===== src/rtl/bcd_counter.sv =====
// Two-digit BCD up/down counter tile: load, clear, sticky wrap, terminal count.
// Ports: clk, rst_n (sync, active-low), ena, ui_in, uio_in in; uo_out, uio_out, uio_oe out.
module bcd_counter (
  input  logic       clk,
  input  logic       rst_n,
  input  logic       ena,
  input  logic [7:0] ui_in,
  output logic [7:0] uo_out,
  input  logic [7:0] uio_in,
  output logic [7:0] uio_out,
  output logic [7:0] uio_oe
);

  logic       cnt_en;
  logic       dir;
  logic       clr;
  logic       load;
  logic [3:0] ld_ones;
  logic [3:0] ld_tens;

  logic [3:0] ones_q, ones_d;
  logic [3:0] tens_q, tens_d;
  logic       wrap_q, wrap_d;
  logic       at_max;
  logic       at_min;
  logic       tc;

  assign cnt_en = ui_in[0];
  assign dir    = ui_in[1];
  assign clr    = ui_in[2];
  assign load   = ui_in[3];

  // Non-decimal nibbles load as zero so digits stay 0..9.
  assign ld_ones = (ui_in[7:4] > 4'd9) ? 4'd0 : ui_in[7:4];
  assign ld_tens = (uio_in[3:0] > 4'd9) ? 4'd0 : uio_in[3:0];

  assign at_max = (tens_q == 4'd9) && (ones_q == 4'd9);
  assign at_min = (tens_q == 4'd0) && (ones_q == 4'd0);

  always_comb begin
    ones_d = ones_q;
    tens_d = tens_q;
    wrap_d = wrap_q;
    if (ena) begin
      priority case (1'b1)
        clr: begin
          ones_d = 4'd0;
          tens_d = 4'd0;
          wrap_d = 1'b0;
        end
        load: begin
          ones_d = ld_ones;
          tens_d = ld_tens;
          wrap_d = 1'b0;
        end
        cnt_en: begin
          if (!dir) begin
            if (ones_q == 4'd9) begin
              ones_d = 4'd0;
              if (tens_q == 4'd9) begin
                tens_d = 4'd0;
                wrap_d = 1'b1;
              end else begin
                tens_d = tens_q + 4'd1;
              end
            end else begin
              ones_d = ones_q + 4'd1;
            end
          end else begin
            if (ones_q == 4'd0) begin
              ones_d = 4'd9;
              if (tens_q == 4'd0) begin
                tens_d = 4'd9;
                wrap_d = 1'b1;
              end else begin
                tens_d = tens_q - 4'd1;
              end
            end else begin
              ones_d = ones_q - 4'd1;
            end
          end
        end
        default: ;
      endcase
    end
  end

  always_ff @(posedge clk) begin
    if (!rst_n) begin
      ones_q <= 4'd0;
      tens_q <= 4'd0;
      wrap_q <= 1'b0;
    end else begin
      ones_q <= ones_d;
      tens_q <= tens_d;
      wrap_q <= wrap_d;
    end
  end

  // Flags the edge that is about to wrap, so only a real count edge qualifies.
  assign tc = ena & rst_n & cnt_en & ~clr & ~load &
              ((~dir & at_max) | (dir & at_min));

  assign uo_out  = {tens_q, ones_q};
  assign uio_out = {tc, wrap_q, 6'b0};
  assign uio_oe  = 8'hF0;

endmodule


===== config.mk =====
export PLATFORM = sky130hd
export DESIGN_NAME = bcd_counter
export DESIGN_NICKNAME = d
export VERILOG_FILES = /design/src/rtl/bcd_counter.sv
export SDC_FILE = /design/constraint.sdc
export NUM_CORES = 1
export LEC_CHECK = 0
export BUFFER_PORTS_ARGS = -buffer_cell sky130_fd_sc_hd__buf_2
export CORE_UTILIZATION = 47
export CTS_CLUSTER_SIZE = 28
export DETAILED_ROUTE_END_ITERATION = 8
export PLACE_DENSITY = 0.83
export SKIP_LAST_GASP = 1
export SLEW_MARGIN = 20
export SYNTH_ARGS = -nofsm -noshare
export SYNTH_HDL_FRONTEND = slang
export SYNTH_SLANG_ARGS = --single-unit

===== constraint.sdc =====
create_clock -name clk -period 2.8 [get_ports clk]
set_clock_uncertainty 0.1 [all_clocks]
set_input_delay 0.56 -clock clk [delete_from_list [all_inputs] [get_ports clk]]
set_output_delay 0.56 -clock clk [all_outputs]
set_load 0.1 [all_outputs]

==> out/summary.txt <==
antenna viol nets, final = 0
routed len/inst = 14.7 um
first-pass GRT wire length = 4.37 mm
Setup TNS Final = 0 ns
power density cells = 375 nW/um^2
number of port buffers = 24
Die X = 48.7 um
status = finished, final reports clean
drt total wl = 2.76 mm
Hold Path Origin = wrap_q
die area = 2370 sq um
Core ar. = 2000 sq um
Overall Global Routing Usage = 23.5%
number of synthesized register bits = 9
CTS tree = done
ant diodes = 0
area of the multi-input gates = 724 sq um
Synth Area per Inst = 7.38 sq um
CP Class = register to output port
Critical Path Start Type = register
drt initial violations = 71
Die Span Y = 48.7 um
Crit. Startpoint = ones_q[3]
GR Overflow Total = 0
Fin. Hold Viols = 0
f_max = 367 MHz
Seq/Total Area, Yosys = 17.6%
family with the most delay on the worst path = simple AND/OR/NAND/NOR gates
DR vias/cell = 6.04
Synth top area share = 17.6%
worst slew pin tran = 0.790 ns
vias in the first global route = 923
IO Count = 43
fill cell count = 173
register area = 185 sq um
final period utilization = 97.2%
GP Congestion = 0.854
initial antenna violation count = 0
largest net degree at the start of global routing = 19
cell taking the most area after synthesis = dfxtp_1
CTS Buf Count = 3
DR pass1 iterations = 4
# rows = 16
CP Buf/Inv Count = 1
Clock transition at path regs = 0.07 ns
Design Power = 0.446 mW
# nets final = 181
layout cell share with drive strength beyond 1 = 28.0%
slowest cell on the critical path = or3b_1
Post-route DRC = 0
Max clock buf depth = 2
Post-CTS Hold Buffers = 0
H-tree level count = 1
RSZ-0062 raised after global routing = false
DR vias = 1136
CTS sink cnt = 9
Clk Latency, worst-skew pair = 0.27 ns
VDD IR-drop max = 0.344 mV
top_reg_cell synth = dfxtp_1
crit-path max cell delay = 0.44 ns
Layout area overhead = 16.1%
Hold WS = 0.403 ns
Slew HR = 46.0%
most frequent cells after synthesis = buf_4 (17), dfxtp_1 (9), clkbuf_1 (8), nand2_1 (8)
WP data required = 2.14 ns
Arrival @ worst endpoint = 2.06 ns
Min-Delay Path Class = register to register
Lkg Pwr = 0.514 nW
synth warn = 0
Max Fanout on Critical Path = 11
largest cells by area after synthesis = dfxtp_1 (18%), buf_4 (12%), a2111oi_0 (3.4%)
asr flop ratio synth = 0%
EDFF count, synth = 0
hpwl dp = 1.89 mm
root buffer cell = clkbuf_4
starting density of the core = 51.2%
CP Capture Type = output port
Final Setup Violations = 0
Synth cell types = 45
Final min period = 2.72 ns
most frequent cell after synthesis = buf_4
crit path cell chain = or3b_1 > a2111oi_4 > and4_4 > and3_4 > buf_12
max-cap violation count = 0
Post-Syn Area = 1030 sq um
Pins Over Slew Limit = 0
Cells after Synth = 139
worst reg2reg path startpoint = ones_q[3]
==> logic make-up (layout without fill, tap and decap cells) <==
group / count (synthesis) / after routing / share of synthesized area (%)
AOI/OAI and AO/OA: 43 / 43 / 30.9
xor gates and xnor gates: 2 / 2 / 1.71
buffers and inverters: 32 / 42 / 18.8
DFF: 9 / 9 / 17.6
other: 2 / 14 / 0.732
and+or+nand+nor: 51 / 51 / 30.4
==> layout make-up <==
| class | instances | share of cell area (%) |
|---|---|---|
| clock buffer | 4 | 2.21 |
| inverter | 5 | 1.58 |
| multi-input combinational | 110 | 60.8 |
| sequential | 9 | 15.5 |
| tap | 27 | 2.84 |
| timing repair buffer | 33 | 17.0 |
==> per-stage QoR <==
stage / cell area (sq um) / worst slack, ns / instances / utilization [%]
finish: 1190 / 0.0786 / 188 / 59.5
global route: 1190 / 0.0231 / 188 / 59.5
CTS: 1170 / 0.0202 / 186 / 58.6
detailed placement: 1120 / -0.0604 / 181 / 55.8
global placement: 1120 / -0.0320 / 181 / 55.8
floorplan: 1080 / 0.0256 / 151 / -
==> where the power goes <==
part	total [mW]	leakage (nW)	internal, mW	switching (mW)
sequential	0.140	0.0742	0.131	0.00843
combinational	0.199	0.425	0.0432	0.156
clock	0.107	0.0150	0.0552	0.0522
==> metal layers <==
layer	up-vias	GRT usage [%]	part of all wire [%]
li1	531	-	-
met1	517	29.2	39
met5	-	0	0
met3	11	2.20	8.1
met2	77	40.7	49
met4	0	10.3	3.3
==> sequential cells by signal, summed over array words and instances, names as in the netlist <==
register  cells
wrap_q        1
ones_q        4
tens_q        4
==> path summary, 6_finish.rpt <==
| check | to | slack (ns) | depth (start not counted) |
|---|---|---|---|
| hold / removal | wrap_q | 0.40 | 1 |
| setup / recovery | uio_out[7] | 0.08 | 5 |
| hold reg to reg | wrap_q | 0.40 | 1 |
| setup reg to reg | tens_q[2] | 0.55 | 5 |
==> timing repair <==
action | CTS | global route
setup endpoints to repair | 1 | 1
gates resized for setup | 3 | 1
cloned | 0 | 0
pin swaps | 1 | 2
buffers inserted | 1 | 2
==> placed cells by master, fill, tap and decap left out, types with 4 or more instances in the layout <==
cell       n
buf_2     23
conb_1    14
buf_4      9
nand2_1    8
nor2_1     7
o21ai_0    7
dfxtp_1    7
a21oi_1    6
inv_1      5
nand2b_1   5
and2_1     5
nand3b_1   4
o31ai_1    4
Power figures use the tool's default switching activity.
